--- src/rtl/regfile_wb_arbiter_pkg.sv ---
// Shared constants for the register-file write-back path.
package regfile_wb_arbiter_pkg;

    localparam int WB_XLEN  = 32;  // default data width
    localparam int WB_AW    = 5;   // default register address width
    localparam int NUM_REGS = 32;  // architectural register count
    localparam int ZERO_REG = 0;   // hard-wired zero register index

endpackage

--- src/rtl/regfile_wb_arbiter_rr_arbiter.sv ---
// Round-robin arbiter: one-hot grant per cycle, search starts after the last winner.
module rr_arbiter #(
    parameter int N = 3
) (
    input  logic                 CLK,
    input  logic                 RST,
    input  logic [N-1:0]         Req,
    input  logic                 En,
    output logic [N-1:0]         Gnt,
    output logic [$clog2(N)-1:0] Last
);

    localparam int IW = $clog2(N);

    logic [IW-1:0] last_q, last_d;
    logic [IW-1:0] win_idx;
    logic          found;

    // Priority search from (last+1) mod N, wrapping; gated off when disabled.
    always_comb begin
        Gnt     = '0;
        found   = 1'b0;
        win_idx = last_q;
        for (int k = 1; k <= N; k++) begin
            if (!found && Req[(int'(last_q) + k) % N]) begin
                found                         = 1'b1;
                win_idx                       = IW'((int'(last_q) + k) % N);
                Gnt[(int'(last_q) + k) % N]   = 1'b1;
            end
        end
        if (!En) begin
            Gnt = '0;
        end
        last_d = (found && En) ? win_idx : last_q;
    end

    // Pointer resets to N-1 so requester 0 wins first.
    always_ff @(posedge CLK or posedge RST) begin
        if (RST) begin
            last_q <= IW'(N - 1);
        end else begin
            last_q <= last_d;
        end
    end

    assign Last = last_q;

endmodule

--- src/rtl/regfile_wb_arbiter.sv ---
// Write-back arbiter for the register file write port.
// Optional same-cycle read bypass enabled by defining WB_BYPASS_EN.
module regfile_wb_arbiter
    import regfile_wb_arbiter_pkg::*;
#(
    parameter int NREQ = 3,
    parameter int XLEN = WB_XLEN,
    parameter int AW   = WB_AW
) (
    input  logic                     CLK,
    input  logic                     RST,
    input  logic                     Hold,
    input  logic [NREQ-1:0]          Req_Valid,
    input  logic [NREQ*AW-1:0]       Req_DR,
    input  logic [NREQ*XLEN-1:0]     Req_Data,
    output logic [NREQ-1:0]          Req_Ready,
    output logic                     RegW,
    output logic [AW-1:0]            DR,
    output logic [XLEN-1:0]          Reg_In,
    output logic [$clog2(NREQ)-1:0]  Grant_Id
`ifdef WB_BYPASS_EN
    ,
    input  logic [AW-1:0]            SR1,
    input  logic [AW-1:0]            SR2,
    input  logic [XLEN-1:0]          ReadReg1,
    input  logic [XLEN-1:0]          ReadReg2,
    output logic [XLEN-1:0]          Fwd1,
    output logic [XLEN-1:0]          Fwd2
`endif
);

    localparam int IW = $clog2(NREQ);

    logic [NREQ-1:0] gnt;
    logic [IW-1:0]   unused_arb_last;
    logic            any_gnt;
    logic [AW-1:0]   sel_dr;
    logic [XLEN-1:0] sel_data;
    logic [IW-1:0]   sel_id;

    logic            regw_q, regw_d;
    logic [AW-1:0]   dr_q, dr_d;
    logic [XLEN-1:0] reg_in_q, reg_in_d;
    logic [IW-1:0]   grant_id_q, grant_id_d;

    rr_arbiter #(
        .N (NREQ)
    ) u_rr_arbiter (
        .CLK  (CLK),
        .RST  (RST),
        .Req  (Req_Valid),
        .En   (~Hold),
        .Gnt  (gnt),
        .Last (unused_arb_last)
    );

    assign Req_Ready = gnt;
    assign any_gnt   = |gnt;

    // Select payload of the one-hot granted requester.
    always_comb begin
        sel_dr   = '0;
        sel_data = '0;
        sel_id   = '0;
        for (int i = 0; i < NREQ; i++) begin
            if (gnt[i]) begin
                sel_dr   = Req_DR[i*AW +: AW];
                sel_data = Req_Data[i*XLEN +: XLEN];
                sel_id   = IW'(i);
            end
        end
    end

    // Next output-register state; writes to the zero register are consumed silently.
    always_comb begin
        regw_d     = any_gnt && (sel_dr != AW'(ZERO_REG));
        dr_d       = any_gnt ? sel_dr   : dr_q;
        reg_in_d   = any_gnt ? sel_data : reg_in_q;
        grant_id_d = any_gnt ? sel_id   : grant_id_q;
    end

    // Output register; async reset discards any in-flight write.
    always_ff @(posedge CLK or posedge RST) begin
        if (RST) begin
            regw_q     <= 1'b0;
            dr_q       <= '0;
            reg_in_q   <= '0;
            grant_id_q <= '0;
        end else begin
            regw_q     <= regw_d;
            dr_q       <= dr_d;
            reg_in_q   <= reg_in_d;
            grant_id_q <= grant_id_d;
        end
    end

    assign RegW     = regw_q;
    assign DR       = dr_q;
    assign Reg_In   = reg_in_q;
    assign Grant_Id = grant_id_q;

`ifdef WB_BYPASS_EN
    // Forward the write landing this cycle to same-cycle readers.
    always_comb begin
        Fwd1 = ReadReg1;
        Fwd2 = ReadReg2;
        if (regw_q && (dr_q == SR1) && (SR1 != AW'(ZERO_REG))) begin
            Fwd1 = reg_in_q;
        end
        if (regw_q && (dr_q == SR2) && (SR2 != AW'(ZERO_REG))) begin
            Fwd2 = reg_in_q;
        end
    end
`endif

endmodule

--- config.mk ---
export PLATFORM = sky130hd
export DESIGN_NAME = regfile_wb_arbiter
export DESIGN_NICKNAME = d
export VERILOG_FILES = /design/src/rtl/regfile_wb_arbiter_pkg.sv /design/src/rtl/regfile_wb_arbiter_rr_arbiter.sv /design/src/rtl/regfile_wb_arbiter.sv
export SDC_FILE = /design/constraint.sdc
export NUM_CORES = 1
export LEC_CHECK = 0
export CAP_MARGIN = 20
export CORE_AREA = 2 2 83 85
export DETAILED_ROUTE_END_ITERATION = 7
export DIE_AREA = 0 0 85 87
export HOLD_SLACK_MARGIN = 0.08
export PLACE_DENSITY = 0.95
export SKIP_LAST_GASP = 1
export SYNTH_ARGS = -nofsm -noshare
export SYNTH_HDL_FRONTEND = slang
export SYNTH_SLANG_ARGS = --single-unit
--- constraint.sdc ---
create_clock -name CLK -period 4.3 [get_ports CLK]
set_input_delay 0.43 -clock CLK [delete_from_list [all_inputs] [get_ports CLK]]
set_output_delay 0.43 -clock CLK [all_outputs]
set_load 0.01 [all_outputs]
# ---- Yosys cells after proc, flatten, opt, wreduce, memory -nomap -nowiden
# Index checks and enable logic that the tools add are counted.
dict set report totals {
  register_bits 42
  output_inout_bits 43
}
dict set report op_classes {
  n_reduce_logical 13
  bitwise 3
  mux 33
  order_cmp 6
  addsub 3
  n_div 3
}
# cell count
set op_table {}
lappend op_table {{32-bit by 1-bit greater-or-equal comparator with 1-bit output, second input constant} 3}
lappend op_table {{32-bit by 4-bit < comparator with 1-bit output, second input constant} 3}
lappend op_table {{32-bit by 3-bit remainder unit with 32-bit output, second input constant} 3}
lappend op_table {{32-bit 2-to-1 mux} 3}
lappend op_table {{5-bit 2-to-1 mux} 3}
lappend op_table {{1-bit 2-to-1 mux} 13}
lappend op_table {{3-bit 2-to-1 mux} 4}
lappend op_table {{2-bit 2-to-1 mux} 4}
lappend op_table {{1-bit logical AND} 7}
lappend op_table {{2-bit by 2-bit adder with 3-bit output, second input constant} 2}
lappend op_table {{1-bit binary-select mux with 2-bit select} 3}
lappend op_table {{1-bit demux with 2-bit select} 3}
lappend op_table {{3-bit bitwise OR} 2}
lappend op_table {{5-bit nonzero test} 1}
lappend op_table {{2-bit by 1-bit adder with 3-bit output, second input constant} 1}
lappend op_table {{3-bit nonzero test} 1}
lappend op_table {{3-bit OR reduction} 1}
lappend op_table {{1-bit zero test} 2}
lappend op_table {{2-bit AND reduction} 1}
lappend op_table {{1-bit NOT} 1}

# ---- Depth between registers and ports, before layout
dict set report logic_depth {
  ltp_word 18
  mapped_depth 12
  mapped_depth_nobuf 10
}

# ---- By module
# A second synthesis with hierarchy kept.
dict set report unflattened {
  hier_cells 239
  hier_area_um2 2245.9
}
# module area_each_um2 instances cells_each
set modules_own_cells {}
lappend modules_own_cells {regfile_wb_arbiter 1861.8 1 191}
lappend modules_own_cells {rr_arbiter 384.1 1 48}

# ---- Least setup slack after synthesis
# OpenSTA, ideal clock, no wires.
dict set report synth_timing {
  path_type {register to output}
  from {register u_rr_arbiter.last_q[1], in the netlist u_rr_arbiter.Last[1]}
  to {output port Req_Ready[2]}
  t_required_ns 3.870
  path_slack_ns 1.762
  stages_incl_launch_ff 10
  path_buffers 3
  arrival_ns 2.108
  path_cell_list {dfstp_2 > inv_1 > ha_1 > buf_6 > a22o_2 > o31ai_4 > a32oi_4 > inv_2 > buf_2 > buf_4}
}
dict set report synth_via {
  elab_chain_cells 13
  word_cells_on_any_way 42
  classes_between {add/sub: 3; div: 3; order compare: 6; mux: 21; bitwise: 2; reduce/logical: 7}
}
# element line
set synth_lines {}
lappend synth_lines {{start: declaration} regfile_wb_arbiter_rr_arbiter.sv:15} ;# logic [IW-1:0] last_q, last_d;
lappend synth_lines {{start signal: assignment} regfile_wb_arbiter_rr_arbiter.sv:40} ;# last_q <= IW'(N - 1);
lappend synth_lines {{start signal: assignment} regfile_wb_arbiter_rr_arbiter.sv:42} ;# last_q <= last_d;
lappend synth_lines {{parallel branches: the longest is 11 deep, another holds 32-bit by 3-bit remainder unit with 32-bit output} n/a}
lappend synth_lines {{3-bit 2-to-1 mux *} regfile_wb_arbiter_rr_arbiter.sv:25} ;# if (!found && Req[(int'(last_q) + k) % N]) begin
lappend synth_lines {{3-bit 2-to-1 mux *} regfile_wb_arbiter_rr_arbiter.sv:31} ;# if (!En) begin
lappend synth_lines {{end: declaration} regfile_wb_arbiter.sv:16} ;# output logic [NREQ-1:0] Req_Ready,
# Every way passes the cells marked *. The select of a mux whose other input is x is not followed.

# ---- Worst setup path after layout
dict set report layout_timing {
  from {register u_rr_arbiter.last_q[0], in the netlist u_rr_arbiter.Last[0]}
  to {register reg_in_q[23], in the netlist Reg_In[23]}
}
dict set report layout_via {
  elab_chain_cells 16
  word_cells_on_any_way 46
  classes_between {add/sub: 3; div: 3; order compare: 6; mux: 24; bitwise: 2; reduce/logical: 8}
}
# element line
set layout_lines {}
lappend layout_lines {{parallel branches: the longest is 11 deep, another holds 32-bit by 3-bit remainder unit with 32-bit output} n/a}
lappend layout_lines {{3-bit 2-to-1 mux *} regfile_wb_arbiter_rr_arbiter.sv:25}
lappend layout_lines {{3-bit 2-to-1 mux *} regfile_wb_arbiter_rr_arbiter.sv:31}
lappend layout_lines {{32-bit 2-to-1 mux (3 in series)} regfile_wb_arbiter.sv:66} ;# if (gnt[i]) begin
lappend layout_lines {{end signal: assignment} regfile_wb_arbiter.sv:92} ;# reg_in_q <= reg_in_d;
lappend layout_lines {{end: declaration} regfile_wb_arbiter.sv:43} ;# logic [XLEN-1:0] reg_in_q, reg_in_d;
# Marked as above.
# A chain may end at the register's enable or synchronous reset.

==> flow_metrics.py <==
metrics = {
    "run_status": {
        "status": "complete, no violations",
    },
    "final_layout": {
        "post-route-util": 0.644,
        "final_nets": 536,
        "drive_above_1_share": 0.0986,
        "most-common-layout-cells": "159 x clkdlybuf4s50_1, 41 x dfrtp_1, 35 x nand2_1",
        "synthToLayoutAreaGrowth_pct": 65.9,
        "final_common_cell": "clkdlybuf4s50_1",
        "antenna-diode-count": 0,
    },
    "route": {
        "ant_nets": 0,
        "viasPerCell": 5.54,
        "wl_um": 8670,
        "first_pass_iters": 4,
        "wl_met2_um": 4560,
        "num_vias": 2747,
        "wl_met1_um": 3110,
        "avgRoutedWirePerCell_um": 17.5,
        "top_layer": "met4",
        "drc_errors": 0,
        "initialDrtViolationCount": 130,
        "dr_wl_met3_um": 683,
    },
    "worst_setup_path": {
        "crit_required_ns": 4.52,
        "crit_type": "reg -> reg",
        "crit_path_end_kind": "flop",
        "reg2reg_depth": 10,
        "critPathLaunchType": "flop",
        "arrival_ns": 3.54,
        "timing.rr.start": "u_rr_arbiter.Last[0]",
        "r2r_slack_ns": 0.98,
        "path_max_fanout": 22,
        "worstReg2RegEnd": "Reg_In[23]",
    },
    "grt": {
        "grt_first_pass_wirelength_um": 13500,
        "overflow": 0,
        "grt_pass1_vias": 2912,
        "track_usage": 0.229,
        "grt_max_degree": 43,
        "antenna_found_initial": 0,
    },
    "yosys": {
        "yosysTopAreaCellShare": 0.402,
        "ys_types": 48,
        "syn_nets": 386,
        "synth-seq-cells": 42,
        "synth_adder_area_share": 0.0196,
        "synth-compound-area-share": 0.320,
        "synth_edf_count": 0,
        "synthCells": 265,
        "avgSynthCellArea_um2": 9.63,
        "yosys_warnings": 0,
        "synth_top_family_by_area": "compound AO/OA/AOI/OAI gates",
        "synth-xor-area-share": 0,
        "ys_seq_area_frac": 0.412,
        "synth-main-ff-cell": "dfrtp_1",
        "synth-simple-area-share": 0.156,
        "ys_top_cells_by_area": "dfrtp_1 40%, a221oi_2 6.5%, nand2_1 5.1%, o21ai_1 5.1%, a221oi_1 4.8%",
        "synth_area_um2": 2550,
        "synthMuxAreaShare": 0.0211,
        "async_reset_ff_frac": 1.00,
        "synth_top_cell_by_area": "dfrtp_1",
    },
    "clock_tree": {
        "cts_tree": "done",
        "clk_latency_ns": 0.30,
        "cts_max_path_buffers": 2,
        "path_clk_slew_ns": 0.08,
        "ctsResizeCount": 0,
        "cts_root_buf": "clkbuf_8",
        "htree_levels": 2,
        "cts.sinks": 42,
        "cts_setup_buffers": 0,
        "cts_hold_buf": 0,
        "cts_made_buffers": 5,
    },
    "sta": {
        "setup_viol": 0,
        "period_needed_ns": 3.32,
        "period_share": 0.773,
        "relSlewSlack": 0.417,
        "hold_viol": 0,
        "rsz0062_at_grt": "false",
        "slew_viol_final": 0,
        "fin_worst_skew_ns": 0.0169,
        "tightest_slew_ns": 0.872,
        "setup_tns_ns": 0,
        "fmax_mhz": 301,
    },
    "placed_design": {
        "post-dp-hpwl_um": 6750,
        "gp_routability_congestion": 0.949,
        "io_buffers": 159,
    },
    "hold_path": {
        "min-delay-start": "Reg_In[31]",
        "whs_path_depth": 2,
        "hold_class": "reg -> reg",
        "worstHoldEndpoint": "Reg_In[31]",
    },
    "power_and_ir_drop": {
        "leakagePower_nw": 1.68,
        "power_mw": 2.80,
        "ir_drop_mv": 0.305,
        "pwr_density_cell_nw_per_um2": 661,
    },
    "floorplanning": {
        "rows": 30,
        "ios": 160,
        "dieArea_um2": 7400,
        "fp.coreArea_um2": 6570,
        "die_h_um": 87,
        "initial_utilization": 0.388,
        "die-width_um": 85,
    },
    "run": {
        "max_cap_viol_count": 0,
    },
}
## sequential cells by signal (all words and copies together), names as in the netlist
signal             count
u_rr_arbiter.Last      2
DR                     5
Reg_In                32
RegW                   1
Grant_Id               2
## through the flow
step	cells	area [µm²]	hold slack [ns]	worst slack, ns
after detailed placement	488	4140	0.471	1.02
final	496	4230	0.487	0.975
after global placement	488	4140	0.463	1.20
after floorplan	265	2550	0.484	1.76
after CTS	496	4230	0.492	0.966
after global routing	496	4230	0.510	0.724
## worst max-delay path, cell delays in order (launching register included)
cell	delay (ns)
dfrtp_1	0.38
inv_1	0.09
ha_1	0.55
inv_1	0.17
a31o_2	0.25
a221oi_2	0.49
nor2_4	0.09
nor3_4	0.73
buf_4	0.35
nand2_1	0.08
o21ai_1	0.08
## how the worst max path moves through the flow
stage                               from           end  slack [ns]
floorplan           u_rr_arbiter.Last[1]  Req_Ready[2]        1.76
global placement            Req_Valid[2]    Reg_In[11]        1.20
detailed placement  u_rr_arbiter.Last[0]    Reg_In[23]        1.02
CTS                 u_rr_arbiter.Last[0]  Req_Ready[2]        0.97
global route        u_rr_arbiter.Last[0]    Reg_In[26]        0.72
finish              u_rr_arbiter.Last[0]    Reg_In[23]        0.98
## synthesized netlist by cell type (2+ instances only)
| master | count |
|---|---|
| a21oi_1 | 5 |
| a221o_1 | 2 |
| a221oi_1 | 14 |
| a221oi_2 | 11 |
| a22oi_1 | 12 |
| a31o_2 | 2 |
| a31oi_1 | 5 |
| a32o_1 | 2 |
| a32oi_1 | 3 |
| buf_2 | 8 |
| buf_4 | 3 |
| buf_6 | 6 |
| clkbuf_1 | 4 |
| dfrtp_1 | 41 |
| ha_1 | 4 |
| inv_1 | 8 |
| mux2_2 | 3 |
| mux2i_1 | 2 |
| nand2_1 | 35 |
| nand2b_1 | 3 |
| nand3_1 | 3 |
| nor2_1 | 28 |
| nor2b_1 | 3 |
| nor3b_1 | 3 |
| o21ai_0 | 5 |
| o21ai_1 | 26 |
| o22ai_1 | 3 |
## power by group
| part | leakage (nW) | switching, mW | total [mW] | internal (mW) |
|---|---|---|---|---|
| clock network | 0.0408 | 0.145 | 0.261 | 0.116 |
| registers | 0.509 | 0.107 | 0.718 | 0.611 |
| logic | 1.13 | 0.941 | 1.82 | 0.876 |
## cells by family (layout without fill, tap and decap cells)
family	Yosys count	after routing
AO/OA/AOI/OAI	100	100
AND/OR/NAND/NOR	84	84
flip-flops	42	42
buffers and inverters	30	181
multiplexers	5	5
adder cells (fa/ha/maj)	4	4
## per-layer routing
| metal | vias up | track usage |
|---|---|---|
| met5 | - | 0 |
| met4 | 0 | 0.102 |
| met3 | 27 | 0.0474 |
| met2 | 147 | 0.438 |
| met1 | 1284 | 0.241 |
| li1 | 1289 | - |
## area by class of cell
cell class / instances / area [µm²]
fill: 536 / 2340
multi-input combinational: 193 / 1330
tap: 80 / 100
timing repair buffer: 164 / 1630
clock buffer: 5 / 68.8
sequential: 42 / 1050
inverter: 9 / 33.8
clock inverter: 3 / 23.8
Power figures use the tool's default switching activity.
